<file path="config.mk">
export PLATFORM = sky130hd
export DESIGN_NAME = pid_error_core
export DESIGN_NICKNAME = d
export VERILOG_FILES = /design/src/rtl/pid_error_core.sv
export SDC_FILE = /design/constraint.sdc
export NUM_CORES = 2
export LEC_CHECK = 0
export ABC_CLOCK_PERIOD_IN_PS = 8100
export CORE_UTILIZATION = 67
export CTS_BUF_LIST = sky130_fd_sc_hd__clkbuf_2 sky130_fd_sc_hd__clkbuf_4 sky130_fd_sc_hd__clkbuf_8
export DETAILED_ROUTE_END_ITERATION = 10
export PLACE_DENSITY = 0.93
export SYNTH_ARGS = -nofsm -noshare
export SYNTH_HDL_FRONTEND = slang
export SYNTH_SLANG_ARGS = --single-unit
export TNS_END_PERCENT = 1
</file>
<file path="constraint.sdc">
create_clock -name clock -period 8.1 [get_ports clock]
set_input_delay 0.81 -clock clock [delete_from_list [all_inputs] [get_ports clock]]
set_output_delay 0.81 -clock clock [all_outputs]
set_load 0.01 [all_outputs]
</file>
<file path="src/rtl/pid_error_core.sv">
// PID error core: error/integral/derivative products, full-precision sum saturated to OUT_WIDTH; 3-cycle strobe latency, no backpressure.
// Define PID_DERIV_ON_MEAS_EN to take the derivative on the measurement instead of the error.
module pid_error_core #(
  parameter int IN_WIDTH   = 16,
  parameter int GAIN_WIDTH = 16,
  parameter int ACC_WIDTH  = 32,
  parameter int OUT_WIDTH  = 40
) (
  input  logic                         clock,
  input  logic                         reset_n,
  input  logic                         in_strobe,
  input  logic signed [IN_WIDTH-1:0]   sample,
  input  logic signed [IN_WIDTH-1:0]   setpoint,
  input  logic signed [GAIN_WIDTH-1:0] kp,
  input  logic signed [GAIN_WIDTH-1:0] ki,
  input  logic signed [GAIN_WIDTH-1:0] kd,
  input  logic                         integ_clear,
  input  logic                         integ_hold,
  output logic                         out_strobe,
  output logic signed [OUT_WIDTH-1:0]  pid_out
);

  localparam int EW   = IN_WIDTH + 1;
  localparam int DW   = IN_WIDTH + 2;
  localparam int AW1  = ACC_WIDTH + 1;
  localparam int PPW  = GAIN_WIDTH + EW;
  localparam int PIW  = GAIN_WIDTH + ACC_WIDTH;
  localparam int PDW  = GAIN_WIDTH + DW;
  localparam int MAXP = (PIW > PPW) ? ((PIW > PDW) ? PIW : PDW) : ((PPW > PDW) ? PPW : PDW);
  localparam int SUMW = MAXP + 2;
  localparam int CW   = (SUMW > OUT_WIDTH) ? SUMW : OUT_WIDTH;

  localparam logic signed [ACC_WIDTH-1:0] ACC_MAX = {1'b0, {(ACC_WIDTH-1){1'b1}}};
  localparam logic signed [ACC_WIDTH-1:0] ACC_MIN = ~ACC_MAX;
  localparam logic signed [CW-1:0]        OUT_MAX = (CW'(1) << (OUT_WIDTH-1)) - CW'(1);
  localparam logic signed [CW-1:0]        OUT_MIN = ~OUT_MAX;

  logic signed [EW-1:0]         error;
  logic signed [DW-1:0]         diff;
  logic signed [AW1-1:0]        acc_sum;
  logic signed [ACC_WIDTH-1:0]  acc_next;
  logic signed [ACC_WIDTH-1:0]  acc;

  logic                         vld1, vld2;
  logic signed [EW-1:0]         err_s1;
  logic signed [DW-1:0]         diff_s1;
  logic signed [GAIN_WIDTH-1:0] kp_s1, ki_s1, kd_s1;
  logic signed [PPW-1:0]        prod_p;
  logic signed [PIW-1:0]        prod_i;
  logic signed [PDW-1:0]        prod_d;
  logic signed [SUMW-1:0]       sum;
  logic signed [CW-1:0]         sum_c;
  logic signed [OUT_WIDTH-1:0]  sat;

  assign error = EW'(setpoint) - EW'(sample);

`ifdef PID_DERIV_ON_MEAS_EN
  logic signed [IN_WIDTH-1:0] prev_sample;
  assign diff = DW'(prev_sample) - DW'(sample);

  always_ff @(posedge clock or negedge reset_n) begin
    if (!reset_n)       prev_sample <= '0;
    else if (in_strobe) prev_sample <= sample;
  end
`else
  logic signed [EW-1:0] prev_error;
  assign diff = DW'(error) - DW'(prev_error);

  always_ff @(posedge clock or negedge reset_n) begin
    if (!reset_n)       prev_error <= '0;
    else if (in_strobe) prev_error <= error;
  end
`endif

  // Integrator saturates instead of wrapping so a long error run cannot flip its sign.
  always_comb begin
    acc_sum  = AW1'(acc) + AW1'(error);
    acc_next = acc_sum[ACC_WIDTH-1:0];
    if (acc_sum[ACC_WIDTH] != acc_sum[ACC_WIDTH-1])
      acc_next = acc_sum[ACC_WIDTH] ? ACC_MIN : ACC_MAX;
  end

  always_comb begin
    sum   = SUMW'(prod_p) + SUMW'(prod_i) + SUMW'(prod_d);
    sum_c = CW'(sum);
    sat   = sum_c[OUT_WIDTH-1:0];
    if (sum_c > OUT_MAX)      sat = OUT_MAX[OUT_WIDTH-1:0];
    else if (sum_c < OUT_MIN) sat = OUT_MIN[OUT_WIDTH-1:0];
  end

  always_ff @(posedge clock or negedge reset_n) begin
    if (!reset_n) begin
      vld1       <= 1'b0;
      vld2       <= 1'b0;
      out_strobe <= 1'b0;
      err_s1     <= '0;
      diff_s1    <= '0;
      kp_s1      <= '0;
      ki_s1      <= '0;
      kd_s1      <= '0;
      acc        <= '0;
      prod_p     <= '0;
      prod_i     <= '0;
      prod_d     <= '0;
      pid_out    <= '0;
    end else begin
      vld1       <= in_strobe;
      vld2       <= vld1;
      out_strobe <= vld2;
      if (in_strobe) begin
        err_s1  <= error;
        diff_s1 <= diff;
        kp_s1   <= kp;
        ki_s1   <= ki;
        kd_s1   <= kd;
      end
      if (integ_clear)                   acc <= '0;
      else if (in_strobe && !integ_hold) acc <= acc_next;
      // Stage 2 reads acc after this strobe's update; a following strobe's update lands on the same edge.
      if (vld1) begin
        prod_p <= PPW'(kp_s1) * PPW'(err_s1);
        prod_i <= PIW'(ki_s1) * PIW'(acc);
        prod_d <= PDW'(kd_s1) * PDW'(diff_s1);
      end
      if (vld2) pid_out <= sat;
    end
  end

endmodule

</file>
## Word-level counts from Yosys, hierarchy flattened

Index checks and enable logic that the tools add are counted.

- Add/sub/neg operators: 5
- Multipliers: 3
- Order comparisons: 2
- Eq/ne operators: 1
- Multiplexer cells: 6
- Reductions and logical operators: 3

Operators with widths:

| kind | number |
|---|---|
| $mux 32 | 4 |
| $mux 40 | 2 |
| $add 49x34->50 | 1 |
| $gt 50x40->1 const B | 1 |
| $lt 50x40->1 const B | 1 |
| $add 33x48->49 | 1 |
| $mul 16x32->48 | 1 |
| $mul 16x18->34 | 1 |
| $add 32x17->33 | 1 |
| $mul 16x17->33 | 1 |
| $sub 17x17->18 | 1 |
| $sub 16x16->17 | 1 |
| $reduce_bool 2->1 | 1 |
| $logic_and 1x1->1 | 1 |
| $logic_not 1->1 | 1 |
| $ne 1x1->1 | 1 |

- Bits in registers: 273
- Input port bits: 85
- Output and inout port bits: 41
- Word-level logic and storage cells: 33

## Depth between registers and ports, before layout

- Depth after elaboration: 6
- Mapped depth: 28
- Depth with buffers taken out: 26

## Worst setup path after synthesis

OpenSTA, ideal clock, no wires.

- Path type: register to register
- Start point: reg acc[10]
- End point: reg prod_i[45]
- Setup time: 0.125 ns
- Arrival time: 6.653 ns
- Data required time: 7.975 ns
- Slack: 1.322 ns
- Cell stages (with the launch flop): 24
- Path buffers: 1
- Period minus slack after synthesis: 6.778 ns
- Cells stage by stage: dfrtp_1 -> clkbuf_1 -> nand2_1 -> fa_1 -> fa_1 -> fa_1 -> fa_1 -> inv_1 -> fa_1 -> inv_1 -> fa_1 -> inv_1 -> ha_1 -> nand2_1 -> nor3_1 -> nand3_1 -> a21oi_1 -> o21bai_1 -> a2111oi_0 -> o31ai_1 -> o21bai_1 -> a31oi_1 -> xnor2_1 -> mux2_2

- Longest elaborated chain between the ends: 1

Ends and longest elaborated chain:

| element | RTL line | source |
|---|---|---|
| from (decl) | 42 | `logic signed [ACC_WIDTH-1:0] acc;` |
| from (signal assigned) | 118 | `else if (in_strobe && !integ_hold) acc <= acc_next;` |
| $mul 16x32->48 | 122 | `prod_i <= PIW'(ki_s1) * PIW'(acc);` |
| to (signal assigned) | 122 |  |
| to (decl) | 49 | `logic signed [PIW-1:0] prod_i;` |

Every way passes these cells.
A chain may end at the register's enable or synchronous reset.

## Final worst setup path

- Start point: reg diff_s1[7]
- End point: reg prod_d[33]

- Longest elaborated chain between the ends: 1

Ends and longest elaborated chain:

| element | RTL line | source |
|---|---|---|
| from (decl) | 46 | `logic signed [DW-1:0] diff_s1;` |
| from (signal assigned) | 112 | `diff_s1 <= diff;` |
| $mul 16x18->34 | 123 | `prod_d <= PDW'(kd_s1) * PDW'(diff_s1);` |
| to (signal assigned) | 123 |  |
| to (decl) | 50 | `logic signed [PDW-1:0] prod_d;` |

Every way passes these cells.

==> results list <==
- Critical path's slowest cell: dfrtp_1
- # setup viols final: 0
- The worst register-to-register path ends at prod_d[33].
- From bottom edge to top edge, the die measures 291.0 microns.
* Delay of the slowest cell on the worst path: 880 ps
- The critical path starts at diff_s1[7].
- Main synth FF type: dfrtp_1
- Setup slack on the worst reg-to-reg path comes out at 470 ps.
- Leading cell types by total area after synthesis: fa_1 39%, dfrtp_1 12%, ha_1 8.9%, inv_1 8.7%, nand2_1 4.8%
* Number of buffers inserted by hold repair at cts: 0
- In this run the core area contains 105 standard-cell rows.
- Dividing the detail-routed wire length by the instance count gives 21.61 microns.
- #FFs+latches synth: 273
* Clock tree from TritonCTS: yes
- Hpwl dp: 122.7 mm
* Input/output buffers: 125
* Ports: 126
* Die footprint: 84700 sq um
- Detailed routing inserted a total of 43.91k vias.
* Worst reg2reg startpoint: diff_s1[7]
* Critical-path cell list: nand2_1 -> fa_1 -> inv_1 -> fa_1 -> fa_1 -> fa_1 -> fa_1 -> inv_1 -> fa_1 -> inv_1 -> ha_1 -> a21o_1 -> a21o_1 -> a21oi_1 -> o21ai_0 -> a2111oi_1 -> o31ai_1 -> o22ai_1 -> o21ai_0 -> a211oi_1 -> xnor2_1 -> a21oi_1
- Cell family with the largest share of critical-path delay: adder cells
- Distinct cell type count of the synthesized netlist: 78
- Number of buffers created by CTS: 50
- Final layout net count: 7604
- Count of flip-flops with a built-in enable after synthesis: 0
- Effective utilization at floorplan: 0.6795
- The worst setup path is of the register to register kind.
- Global routing finished with a remaining overflow of 0.
- Post-route worst setup slack: 474.4 ps
- H-tree depth: 2
- Count leader, synth: inv_1
- Cell Area, Synth: 55970 sq um
* Post-synth top area cell: fa_1
- Dividing the final minimum period by the clock period gives 0.9414.
* GR Util met1: 0.4636
- The filler cells instantiated in the layout total 5274.
- The number of global-route vias before repair is 48.60k.
- Number of iterations in the first detailed-routing pass: 9
- After detailed routing, the number of vias per cell comes to 6.156.
* Buffer levels on the longest clock path: 3
- Final instance area: 59330 sq um
- Number of buffers and inverters on the critical path: 3
* CTS clk-pin slew, worst paths: 70 ps
* Critical Path Most Common Cell: fa_1
- Most used routing layer: met2
- Clk Latency, worst-skew pair: 690 ps
- Post-synth ARST share: 1.000
- For this run, the top clock speed supported by timing is 0.1311 GHz.
* Worst endpoint required time: 8630 ps
* Met3 usage in global routing: 0.08895
* Met2 demand-to-capacity share in global routing: 0.6104
- The run finished with clean final reports.
* Hold Violations, Final: 0
- The tool flagged a number of max-cap violations equal to 0.
- OpenSTA, run right after detailed placement, puts the worst setup slack at 388.6 ps.
- Core region area: 82370 sq um
- The count of nets left with antenna violations once routing finished came out at 0.
- The first global-routing pass estimated 251.8 mm of wire.
- STA classifies the critical path endpoint as a register.
* Slew headroom: 0.1718
* Part of the Yosys area used for sequential elements: 0.1221
- The number of cells on the worst reg-to-reg path is 22.
- STA classifies the critical path startpoint as a register.
- Along the worst path, the maximum fanout reaches 17.
- Counting every sink on the clock net gives 273.
* Total cell area at the placement stage: 58190 sq um
- The clock arrives with 47.23 ps of skew.
- Global placement routability congestion: 0.9703
* Post-CTS setup buffers: 0
- Transition time at the pin with the least slew margin: 1242 ps
* Number of antenna violations at the first check in global routing: 5
* Post-synth top cells: 1298 x inv_1, 1104 x fa_1, 716 x nand2_1, 417 x and2_1, 397 x ha_1
- In the global route stage, overall resource usage came out at 0.3794.
- Average instance area after synthesis: 9.299 sq um
- Once the clock tree was built, the resizer swapped 0 gates to a different size.
- Synthesis produced 6019 cells.
- Die outline width: 291.0 microns
- Path category of the worst min-delay check: primary input to asynchronous set/reset pin
- Clock root buffer: clkbuf_8
* Detailed-route DRC error count: 0
- Maximum number of pins on one net before global-route repair: 156
* RSZ-0062 raised after global routing: false
- Detailed Route Iter0 Violations: 4034
* Setup TNS: 0 ps
* Post-synthesis to final-layout area growth: 6.004%
* Final Max Slew Viols: 0
- Layout cell share with drive strength beyond 1: 0.05810
* Top cell type's share of synthesized area: 0.3949
* Clock period minus worst slack: 7626 ps
- Summed over all layers, the routed wires come to 154.1 mm.
- Synthesis Warnings: 0
- The number of nets handed over by synthesis was 7605.
- For the worst setup path, the data arrival time is 8150 ps.
-- worst register-to-register path: cells and delay by family, from the launching register on --
family / cells / cell delay (ps)
AND/OR/NAND/NOR: 1 / 250
XOR/XNOR: 1 / 190
adder cells (fa/ha/maj): 7 / 3410
buffers and inverters: 3 / 150
AO/OA/AOI/OAI: 10 / 2590
flip-flops: 1 / 880
-- cells in the final DEF, fill, tap and decap left out, drive strengths merged, types with 41 or more instances in the layout --
master         count
fa              1104
inv             1300
o21ai            134
buf               72
clkbuf            76
o21a              65
nand3             42
and2             417
nor2             176
mux2             139
nand2            716
ha               397
o22ai             41
xor2              46
clkdlybuf4s50    123
dfrtp            273
a21oi            182
a21o             109
xnor2            146
o31ai             54
-- metal layers --
| metal | up-vias | share of wire |
|---|---|---|
| met2 | 2655 | 0.47 |
| met5 | - | 0.000078 |
| met4 | 2 | 0.074 |
| met3 | 779 | 0.10 |
| li1 | 18601 | - |
| met1 | 21871 | 0.35 |
-- logic make-up after synthesis --
group / after synthesis / synth area share
compound gates: 819 / 0.09970
xor+xnor: 192 / 0.03004
fa+ha+maj: 1501 / 0.4836
buf+inv: 1549 / 0.1043
flops: 273 / 0.1221
mux: 141 / 0.02839
simple gates: 1544 / 0.1319
-- state kept, by name, indices dropped and copies added (netlist names) --
name and cells:
prod_d 34, kp_s1 16, pid_out 40, acc 32, ki_s1 16, vld1 1, kd_s1 16, prod_i 48
out_strobe 1, err_s1 17, prod_p 33, diff_s1 18, vld2 1
-- worst max path at each step --
stage	to	slack, ps	depth (start not counted)
detailed placement	prod_i[45]	390	22
global placement	prod_i[45]	610	22
floorplan	prod_i[45]	1320	23
finish	prod_d[33]	470	22
CTS	prod_i[45]	340	22
global route	prod_d[33]	110	24
-- stage by stage --
| step | hold slack, ps | utilization | std cells |
|---|---|---|---|
| global route | 280.8 | 0.7202 | 7129 |
| detailed placement | 519.9 | 0.7064 | 7036 |
| CTS | 236.8 | 0.7200 | 7128 |
| finish | 195.4 | 0.7203 | 7132 |
| floorplan | 351.9 | - | 6019 |
| global placement | 509.7 | 0.7064 | 7036 |
-- cell type report --
cell class	count	area, sq um	share of cell area
multi-input cells	4197	43330	0.7303
flip-flops and latches	273	6840	0.1153
inverters	1301	4883	0.08231
repair buffers	195	1804	0.03041
well taps	1070	1339	0.02256
clock buffers	76	958.4	0.01615
clock inverters	16	167.7	0.002826
diodes	4	10.01	0.0001687
Power is not shown: default switching activity piles up to over one toggle a cycle in this logic, so the estimate is an artifact.
